**src/rtl/tetris_pkg.sv**
```systemverilog
// Shared Tetris constants: board geometry, screen and RAM widths, colour type.
// Latency: n/a (package only).
// Backpressure: n/a (package only).
package tetris_pkg;

  // Board geometry in cells.
  localparam int BOARD_W  = 10;
  localparam int BOARD_H  = 20;
  localparam int CELLS    = BOARD_W * BOARD_H;

  // VGA adapter screen geometry and coordinate widths.
  localparam int SCR_W    = 160;
  localparam int SCR_H    = 120;
  localparam int SCR_X_W  = 8;
  localparam int SCR_Y_W  = 7;

  // Board RAM word and address widths.
  localparam int COLOUR_W = 6;
  localparam int RAM_AW   = 8;

  typedef logic [COLOUR_W-1:0] colour_t;

endpackage

```
**src/rtl/cell_painter.sv**
```systemverilog
// Paints one CELL_PX x CELL_PX square: walks px/py and drives registered X/Y/colour/wren.
// Latency: first pixel appears the cycle after start; square takes CELL_PX*CELL_PX cycles.
// Backpressure: none; one pixel per cycle, last flags the final pixel of the square.
module cell_painter
  import tetris_pkg::*;
#(
  parameter int CELL_PX = 5
) (
  input  logic               clk,
  input  logic               reset_n,
  input  logic               start,
  input  logic [8:0]         base_x,
  input  logic [8:0]         base_y,
  input  colour_t            cell_colour,
  output logic [SCR_X_W-1:0] x,
  output logic [SCR_Y_W-1:0] y,
  output colour_t            colour,
  output logic               wren,
  output logic               last
);

  localparam int            PW     = $clog2(CELL_PX + 1);
  localparam logic [PW-1:0] PX_MAX = PW'(CELL_PX - 1);

  // px/py name the pixel currently presented on x/y; wren doubles as "square active".
  logic [PW-1:0] px;
  logic [PW-1:0] py;
  logic [PW-1:0] px_nxt;
  logic [PW-1:0] py_nxt;

  assign last = wren && (px == PX_MAX) && (py == PX_MAX);

  // Raster step: px runs fastest, py advances when px wraps; start restarts at the corner.
  always_comb begin
    px_nxt = '0;
    py_nxt = '0;
    if (!start) begin
      if (px == PX_MAX) begin
        px_nxt = '0;
        py_nxt = py + PW'(1);
      end else begin
        px_nxt = px + PW'(1);
        py_nxt = py;
      end
    end
  end

  // Pixel registers: coordinates are formed 9 bits wide and truncated to the screen widths.
  always_ff @(posedge clk or negedge reset_n) begin
    if (!reset_n) begin
      px     <= '0;
      py     <= '0;
      x      <= '0;
      y      <= '0;
      colour <= '0;
      wren   <= 1'b0;
    end else if (start) begin
      px     <= px_nxt;
      py     <= py_nxt;
      x      <= SCR_X_W'(base_x + 9'(px_nxt));
      y      <= SCR_Y_W'(base_y + 9'(py_nxt));
      colour <= cell_colour;
      wren   <= 1'b1;
    end else if (wren) begin
      if (last) begin
        wren <= 1'b0;
      end else begin
        px <= px_nxt;
        py <= py_nxt;
        x  <= SCR_X_W'(base_x + 9'(px_nxt));
        y  <= SCR_Y_W'(base_y + 9'(py_nxt));
      end
    end
  end

endmodule

```
**src/rtl/board_renderer.sv**
```systemverilog
// Renders the whole Tetris board RAM to the VGA adapter, one CELL_PX square per cell.
// Latency: first pixel 3 cycles after go; 2+CELL_PX^2 cycles per cell; done pulses after last cell.
// Backpressure: none toward the VGA adapter; go is ignored while busy, controller waits for done.
module board_renderer
  import tetris_pkg::*;
#(
  parameter int CELL_PX  = 5,
  parameter int ORIGIN_X = 55,
  parameter int ORIGIN_Y = 10
) (
  input  logic                clk,
  input  logic                reset_n,
  input  logic                go,
  input  logic [COLOUR_W-1:0] ram_q,
  output logic [RAM_AW-1:0]   ram_addr,
  output logic [SCR_X_W-1:0]  X,
  output logic [SCR_Y_W-1:0]  Y,
  output logic [COLOUR_W-1:0] colour,
  output logic                wren,
  output logic                busy,
  output logic                done
);

  // Refuse to elaborate a board that spills off the screen or out of the RAM.
  if ((ORIGIN_X + BOARD_W * CELL_PX > SCR_W) ||
      (ORIGIN_Y + BOARD_H * CELL_PX > SCR_H) ||
      (CELLS > (1 << RAM_AW))) begin : g_bad_geometry
    $error("board_renderer: board geometry does not fit the screen or the board RAM");
  end

  typedef enum logic [2:0] {
    ST_IDLE,
    ST_ADDR,
    ST_LATCH,
    ST_PAINT,
    ST_DONE
  } state_t;

  state_t            state;
  state_t            state_nxt;
  logic [RAM_AW-1:0] row;
  logic [RAM_AW-1:0] col;
  logic [8:0]        base_x;
  logic [8:0]        base_y;
  logic              paint_start;
  logic              paint_last;
  logic              cell_is_last;

  assign cell_is_last = (row == RAM_AW'(BOARD_H - 1)) && (col == RAM_AW'(BOARD_W - 1));

  // RAM data is valid during LATCH, so the painter captures it on the LATCH exit edge.
  assign paint_start = (state == ST_LATCH);

  assign base_x = 9'(ORIGIN_X + int'(col) * CELL_PX);
  assign base_y = 9'(ORIGIN_Y + int'(row) * CELL_PX);

  // State register.
  always_ff @(posedge clk or negedge reset_n) begin
    if (!reset_n) begin
      state <= ST_IDLE;
    end else begin
      state <= state_nxt;
    end
  end

  // Next-state decode: address, wait one RAM cycle, paint, repeat until the last cell.
  always_comb begin
    state_nxt = state;
    case (state)
      ST_IDLE:  if (go) state_nxt = ST_ADDR;
      ST_ADDR:  state_nxt = ST_LATCH;
      ST_LATCH: state_nxt = ST_PAINT;
      ST_PAINT: begin
        if (paint_last) begin
          state_nxt = cell_is_last ? ST_DONE : ST_ADDR;
        end
      end
      ST_DONE:  state_nxt = ST_IDLE;
      default:  state_nxt = ST_IDLE;
    endcase
  end

  // Cell walk, RAM address and status flags; flags are registered from the next state.
  always_ff @(posedge clk or negedge reset_n) begin
    if (!reset_n) begin
      row      <= '0;
      col      <= '0;
      ram_addr <= '0;
      busy     <= 1'b0;
      done     <= 1'b0;
    end else begin
      busy <= (state_nxt != ST_IDLE);
      done <= (state_nxt == ST_DONE);
      if ((state == ST_IDLE) && go) begin
        row      <= '0;
        col      <= '0;
        ram_addr <= '0;
      end else if ((state == ST_PAINT) && paint_last && !cell_is_last) begin
        // Last cell keeps its address so ram_addr stays in range through DONE.
        ram_addr <= ram_addr + RAM_AW'(1);
        if (col == RAM_AW'(BOARD_W - 1)) begin
          col <= '0;
          row <= row + RAM_AW'(1);
        end else begin
          col <= col + RAM_AW'(1);
        end
      end
    end
  end

  cell_painter #(
    .CELL_PX (CELL_PX)
  ) u_cell_painter (
    .clk         (clk),
    .reset_n     (reset_n),
    .start       (paint_start),
    .base_x      (base_x),
    .base_y      (base_y),
    .cell_colour (ram_q),
    .x           (X),
    .y           (Y),
    .colour      (colour),
    .wren        (wren),
    .last        (paint_last)
  );

endmodule

```
**config.mk**
```make
export PLATFORM = sky130hd
export DESIGN_NAME = board_renderer
export DESIGN_NICKNAME = d
export VERILOG_FILES = /design/src/rtl/tetris_pkg.sv /design/src/rtl/cell_painter.sv /design/src/rtl/board_renderer.sv
export SDC_FILE = /design/constraint.sdc
export NUM_CORES = 1
export LEC_CHECK = 0
export CORE_MARGIN = 2
export CORE_UTILIZATION = 35
export CTS_BUF_LIST = sky130_fd_sc_hd__clkbuf_4 sky130_fd_sc_hd__clkbuf_8
export DETAILED_ROUTE_END_ITERATION = 6
export MAX_ROUTING_LAYER = met4
export SYNTH_ARGS = -nofsm -noshare
export SYNTH_HDL_FRONTEND = slang
export SYNTH_HIERARCHICAL = 1
export SYNTH_SLANG_ARGS = --single-unit
```
**constraint.sdc**
```tcl
create_clock -name clk -period 3.3 [get_ports clk]
set_input_delay 0.33 -clock clk [delete_from_list [all_inputs] [get_ports clk]]
set_output_delay 0.33 -clock clk [all_outputs]
set_load 0.03 [all_outputs]
```
==> results of run 1 <==
==> layer usage <==
layer  vias up  GRT usage  share of wire
met5         -          -              0
met4         0     0.0504          0.015
met3        15     0.0309          0.041
met2        67      0.221           0.46
met1      1416      0.191           0.49
li1       1465          -              -
==> registers in the layout, indices dropped and copies added, names as in the netlist <==
register / flops
col: 8
busy: 1
u_cell_painter/y: 7
u_cell_painter/wren: 1
u_cell_painter/colour: 6
state: 3
u_cell_painter/py: 3
done: 1
u_cell_painter/px: 3
u_cell_painter/x: 8
ram_addr: 8
row: 8
==> placed cells by master, fill, tap and decap left out, types with 8 or more instances in the layout <==
master and n:
o21ai_2 8, inv_1 26, o21ai_0 20, dfrtp_1 57
nand2_1 37, nor2_1 17, xnor2_1 15, clkbuf_8 12
a21oi_1 29, xor2_1 9, nand3_1 19, clkdlybuf4s50_1 39
ha_1 41
==> per-stage QoR <==
stage	power (mW)	area, um2	instances	hold slack, ns
finish	1.46	4520	572	0.128
global route	1.51	4520	572	0.217
CTS	1.47	4520	572	0.174
detailed placement	0.761	4310	556	0.468
global placement	0.760	4310	556	0.463
floorplan	0.728	3770	388	0.0344
==> final timing paths <==
kind	slack [ns]	end	from
worst max-delay path	0.52	u_cell_painter/x[7]	col[1]
worst min-delay path	0.13	u_cell_painter/x[4]	reset_n
worst max register to register	0.52	u_cell_painter/x[7]	col[1]
worst min register to register	0.48	u_cell_painter/x[3]	u_cell_painter/x[3]
max in group asynchronous	2.38	state[0]	reset_n
min in group clk	0.48	u_cell_painter/x[3]	u_cell_painter/x[3]
==> cell type report <==
class	count	area (um2)
fillers	1006	5890
well taps	136	170
inverters	26	97.6
multi-input cells	291	2170
clock buffers	14	180
clock inverters	2	35.0
repair buffers	46	440
flip-flops and latches	57	1430
==> power by group through the flow <==
stage / clock network (mW) / logic [mW] / registers [mW]
final: 0.711 / 0.0419 / 0.704
after global routing: 0.762 / 0.0471 / 0.704
after CTS: 0.725 / 0.0439 / 0.704
after detailed placement: 0 / 0.0437 / 0.717
after global placement: 0 / 0.0434 / 0.717
after floorplan: 0 / 0.00321 / 0.725
==> flow_summary.yaml, run 1 <==
timing:
  min_period_ns: 2.78
  maxSlewHeadroom: 0.380
  skew_ns: 0.00750
  slew_viol_final: 0
  worst_slack_ns: 0.516
  rsz0062_at_grt: "no"
  hold_violations: 0
  worst_pin_slew_ns: 0.930
  fin_crit_sh: 0.844
  setup_viol: 0
  finalSetupTns_ns: 0
  fmax_mhz: 359
worst_hold_path:
  hold_class: "in -> async"
clocking:
  cts-root-buf: "clkbuf_8"
  cts_setup_buffers: 0
  cts_buffers: 9
  clock-sinks: 57
  cts_tree: "yes"
  h-tree-depth: 3
  worstSkewPairLatency_ns: 0.34
  hold_buffers: 0
  cts.clk_slew.worst_paths_ns: 0.07
  cts_resized: 0
  cts_buffer_depth: 2
job:
  max_cap_viol_count: 0
global_route:
  overflow: 0
  grt_use_total: 0.145
  grt_pass1_vias: 2777
  grt_max_degree: 43
  grt_pass1_wl_um: 13100
  antenna_found_initial: 0
placement:
  pre_cts_ws_ns: 0.505
  port_buffers: 40
  hpwl_um: 5610
  place_congestion: 0.805
detailed_routing:
  via_count: 2963
  wl_per_cell_um: 13.5
  vias_per_cell: 5.18
  drc: 0
  drtIter0Drc: 120
  routed_wl_um: 7730
  ant_nets: 0
  drtPass1Iterations: 6
finish:
  final_nets: 487
  drive_gt1_frac: 0.110
  area_growth_pct: 19.9
  num_antenna_cells: 0
  fin_util: 0.434
pwr:
  p_int_mw: 1.15
  swShare: 0.213
  powerDensity_mw_per_mm2: 322
  peakVddDrop_mv: 0.187
  cellLeakagePower_nw: 2.04
  clock_power_share: 0.488
  p_comb_frac: 0.029
  seqPwrFrac: 0.483
  p_switching_mw: 0.311
die:
  initial_utilization: 0.362
  die_x_um: 108
  io-pin-count: 41
  design.die.area_mm2: 0.0116
  rows: 37
  die_h_um: 108
  core_mm2: 0.0104
worst_setup_path:
  cpPeakStageDelay_ns: 0.48
  start_kind: "register"
  cp_top_family: "adder cells"
  cp_common_cell: "ha_1"
  cp_slowest_cell: "dfrtp_1"
  crit_path_cell_trace: "ha_1, ha_1, ha_1, a21o_1, a21oi_1, xnor2_1, nand4_1, a21oi_1, xnor2_1, o21ai_0"
  crit_path_max_fanout: 8
  critPathBufInv: 0
  critPathKind: "reg -> reg"
  arrival_ns: 3.01
  cp.required_ns: 3.52
  rr_worst_depth: 10
  cp.depth: 10
  cp-end-kind: "register"
status:
  status: "completed"
logic_synthesis:
  synthCells: 388
  syn_avg_cell_area_um2: 9.72
  syn_nets: 444
  ys.warnings.count: 6
  syn_area_mm2: 0.00377
No activity file was read; power rests on OpenSTA's default activity.
==> inputs of run 2 (changes only) <==
==> constraint.sdc (replaced) <==
create_clock -name clk -period 2.3 [get_ports clk]
set_input_delay 0.23 -clock clk [delete_from_list [all_inputs] [get_ports clk]]
set_output_delay 0.23 -clock clk [all_outputs]
set_load 0.03 [all_outputs]
==> run 2 against run 1 <==
  * The run now ends with negative setup slack left
  * Register-to-register slack worse by 0.72 ns
  * Cell count is 12% higher
  * Clock power is 42% higher
  * Via count is 8.5% higher
  * Utilization is 8.8 points higher
  * Sequential cell count stayed put
  * Critical path type unchanged
  * Largest power group is now registers
==> flow_summary.yaml, run 2 (synthesis gave the netlist of run 1 again) <==
pwr:
  powerDensity_mw_per_mm2: 384
  peakVddDrop_mv: 0.211
  cellLeakagePower_nw: 2.43
  p_comb_frac: 0.031
  clock_power_share: 0.486
  p_int_mw: 1.65
  swShare: 0.211
  seqPwrFrac: 0.484
  p_switching_mw: 0.440
die:
  die_h_um: 108
  io-pin-count: 41
  rows: 37
  initial_utilization: 0.362
  design.die.area_mm2: 0.0116
  core_mm2: 0.0104
  die_x_um: 108
placement:
  pre_cts_ws_ns: -0.222
  place_congestion: 0.828
  hpwl_um: 6510
  port_buffers: 40
  place_inst: 613
timing:
  fin_crit_sh: 1.09
  slew_viol_final: 0
  hold_violations: 0
  maxSlewHeadroom: 0.677
  hold_slack_ns: 0.384
  setup_viol: 5
  rsz0062_at_grt: "yes"
  fmax_mhz: 400
  min_period_ns: 2.50
  worst_pin_slew_ns: 0.484
  worst_slack_ns: -0.202
  skew_ns: 0.00865
clocking:
  worstSkewPairLatency_ns: 0.33
  cts_buffer_depth: 2
  cts_tree: "yes"
  cts-root-buf: "clkbuf_8"
  clock-sinks: 57
  h-tree-depth: 3
  cts_buffers: 9
  cts.clk_slew.worst_paths_ns: 0.07
worst_setup_path:
  cp_slowest_cell: "fa_1"
  crit_path_cell_trace: "ha_4, fa_1, ha_4, nand3_2, o211ai_1, nor2_1, xnor2_1, nand4_1, a21oi_2, xnor2_1, o21ai_1"
  crit_path_max_fanout: 3
  critPathKind: "reg -> reg"
  cpPeakStageDelay_ns: 0.49
  arrival_ns: 2.72
  r2r_setup_slack_ns: -0.20
  cp-end-kind: "register"
  start_kind: "register"
  cp.required_ns: 2.52
finish:
  multi_input_area_mm2: 0.00250
  num_antenna_cells: 0
  fin_util: 0.523
  drive_gt1_frac: 0.337
  fill_cells: 940
  final_common_cell: "buf_4"
  area_growth_pct: 44.3
  final_cell_mix: "66 x buf_4, 54 x dfrtp_1, 39 x clkdlybuf4s50_1, 36 x nand2_1, 29 x ha_1"
  final_nets: 558
  stdcell_count: 643
  regArea_mm2: 0.00143
status:
  violations: "negative setup slack"
  status: "finished with violations"
detailed_routing:
  wl_per_cell_um: 13.8
  routed_wl_um: 8880
  via_count: 3214
  drtPass1Iterations: 4
  vias_per_cell: 5.00
  drtIter0Drc: 128
  drc: 0
  ant_nets: 0
job:
  max_cap_viol_count: 0
global_route:
  grt_pass1_wl_um: 15200
  grt_max_degree: 30
  overflow: 0
  antenna_found_initial: 0
  grt_pass1_vias: 3312
  grt_use_total: 0.168
worst_hold_path:
  hold_class: "in -> async"
-- run 2: worst max-delay path, delay by kind of cell (launching register included) --
kind                     cells  cell delay (ns)
flip-flops                   1             0.43
AND/OR/NAND/NOR              3             0.28
adder cells (fa/ha/maj)      3             0.96
AO/OA/AOI/OAI                3             0.38
XOR/XNOR                     2             0.34
-- run 2: power groups by stage --
stage / Combinational (mW) / Sequential, mW / Clock (mW)
after floorplan: 0.00460 / 1.04 / 0
after global placement: 0.0650 / 1.03 / 0
after detailed placement: 0.0652 / 1.03 / 0
after CTS: 0.0666 / 1.01 / 1.03
after global routing: 0.0714 / 1.01 / 1.08
final: 0.0641 / 1.01 / 1.01
-- run 2: what timing repair did --
action                                  in CTS  in global routing
pin swaps                                   14                 27
cloned                                       0                  1
endpoints found under the setup margin      12                 17
setup buffers                                3                 11
hold buffers                                 1                  0
gates resized for setup                     29                 31
endpoints found under the hold margin       19                  0
-- run 2: layout make-up --
class	count	area share
inverter	26	0.0184
multi-input combinational	291	0.460
timing repair buffer	117	0.188
clock inverter	2	0.00644
clock buffer	14	0.0331
sequential	57	0.263
tap	136	0.0313
-- run 2: layer usage --
| metal | part of all wire | global-route usage | vias to the layer above | wire, um |
|---|---|---|---|---|
| met5 | 0 | - | - | 0 |
| met4 | 0.010 | 0.0476 | 0 | 89 |
| met3 | 0.028 | 0.0369 | 8 | 251 |
| met2 | 0.50 | 0.274 | 42 | 4450 |
| met1 | 0.46 | 0.211 | 1558 | 4090 |
| li1 | - | - | 1606 | - |
-- run 2: through the flow --
| stage | total power [mW] | TNS, ns | instance area [um2] |
|---|---|---|---|
| 3_3_place_gp | 1.09 | -0.541 | 4830 |
| 3_5_place_dp | 1.09 | -0.917 | 4830 |
| 6_report | 2.09 | -0.537 | 5440 |
| 4_1_cts | 2.11 | -0.436 | 5220 |
| 2_1_floorplan | 1.04 | -0.344 | 3860 |
| 5_1_grt | 2.17 | -1.25 | 5440 |
-- run 2: worst paths after layout --
check / from / endpoint / cells past startpoint
max reg2reg: col[1] / u_cell_painter/x[7] / 11
max: col[1] / u_cell_painter/x[7] / 11
min: reset_n / u_cell_painter/y[4] / 2
min in group clk: u_cell_painter/x[3] / u_cell_painter/x[3] / 2
min reg2reg: u_cell_painter/x[3] / u_cell_painter/x[3] / 2
max in group asynchronous: reset_n / col[1] / 3
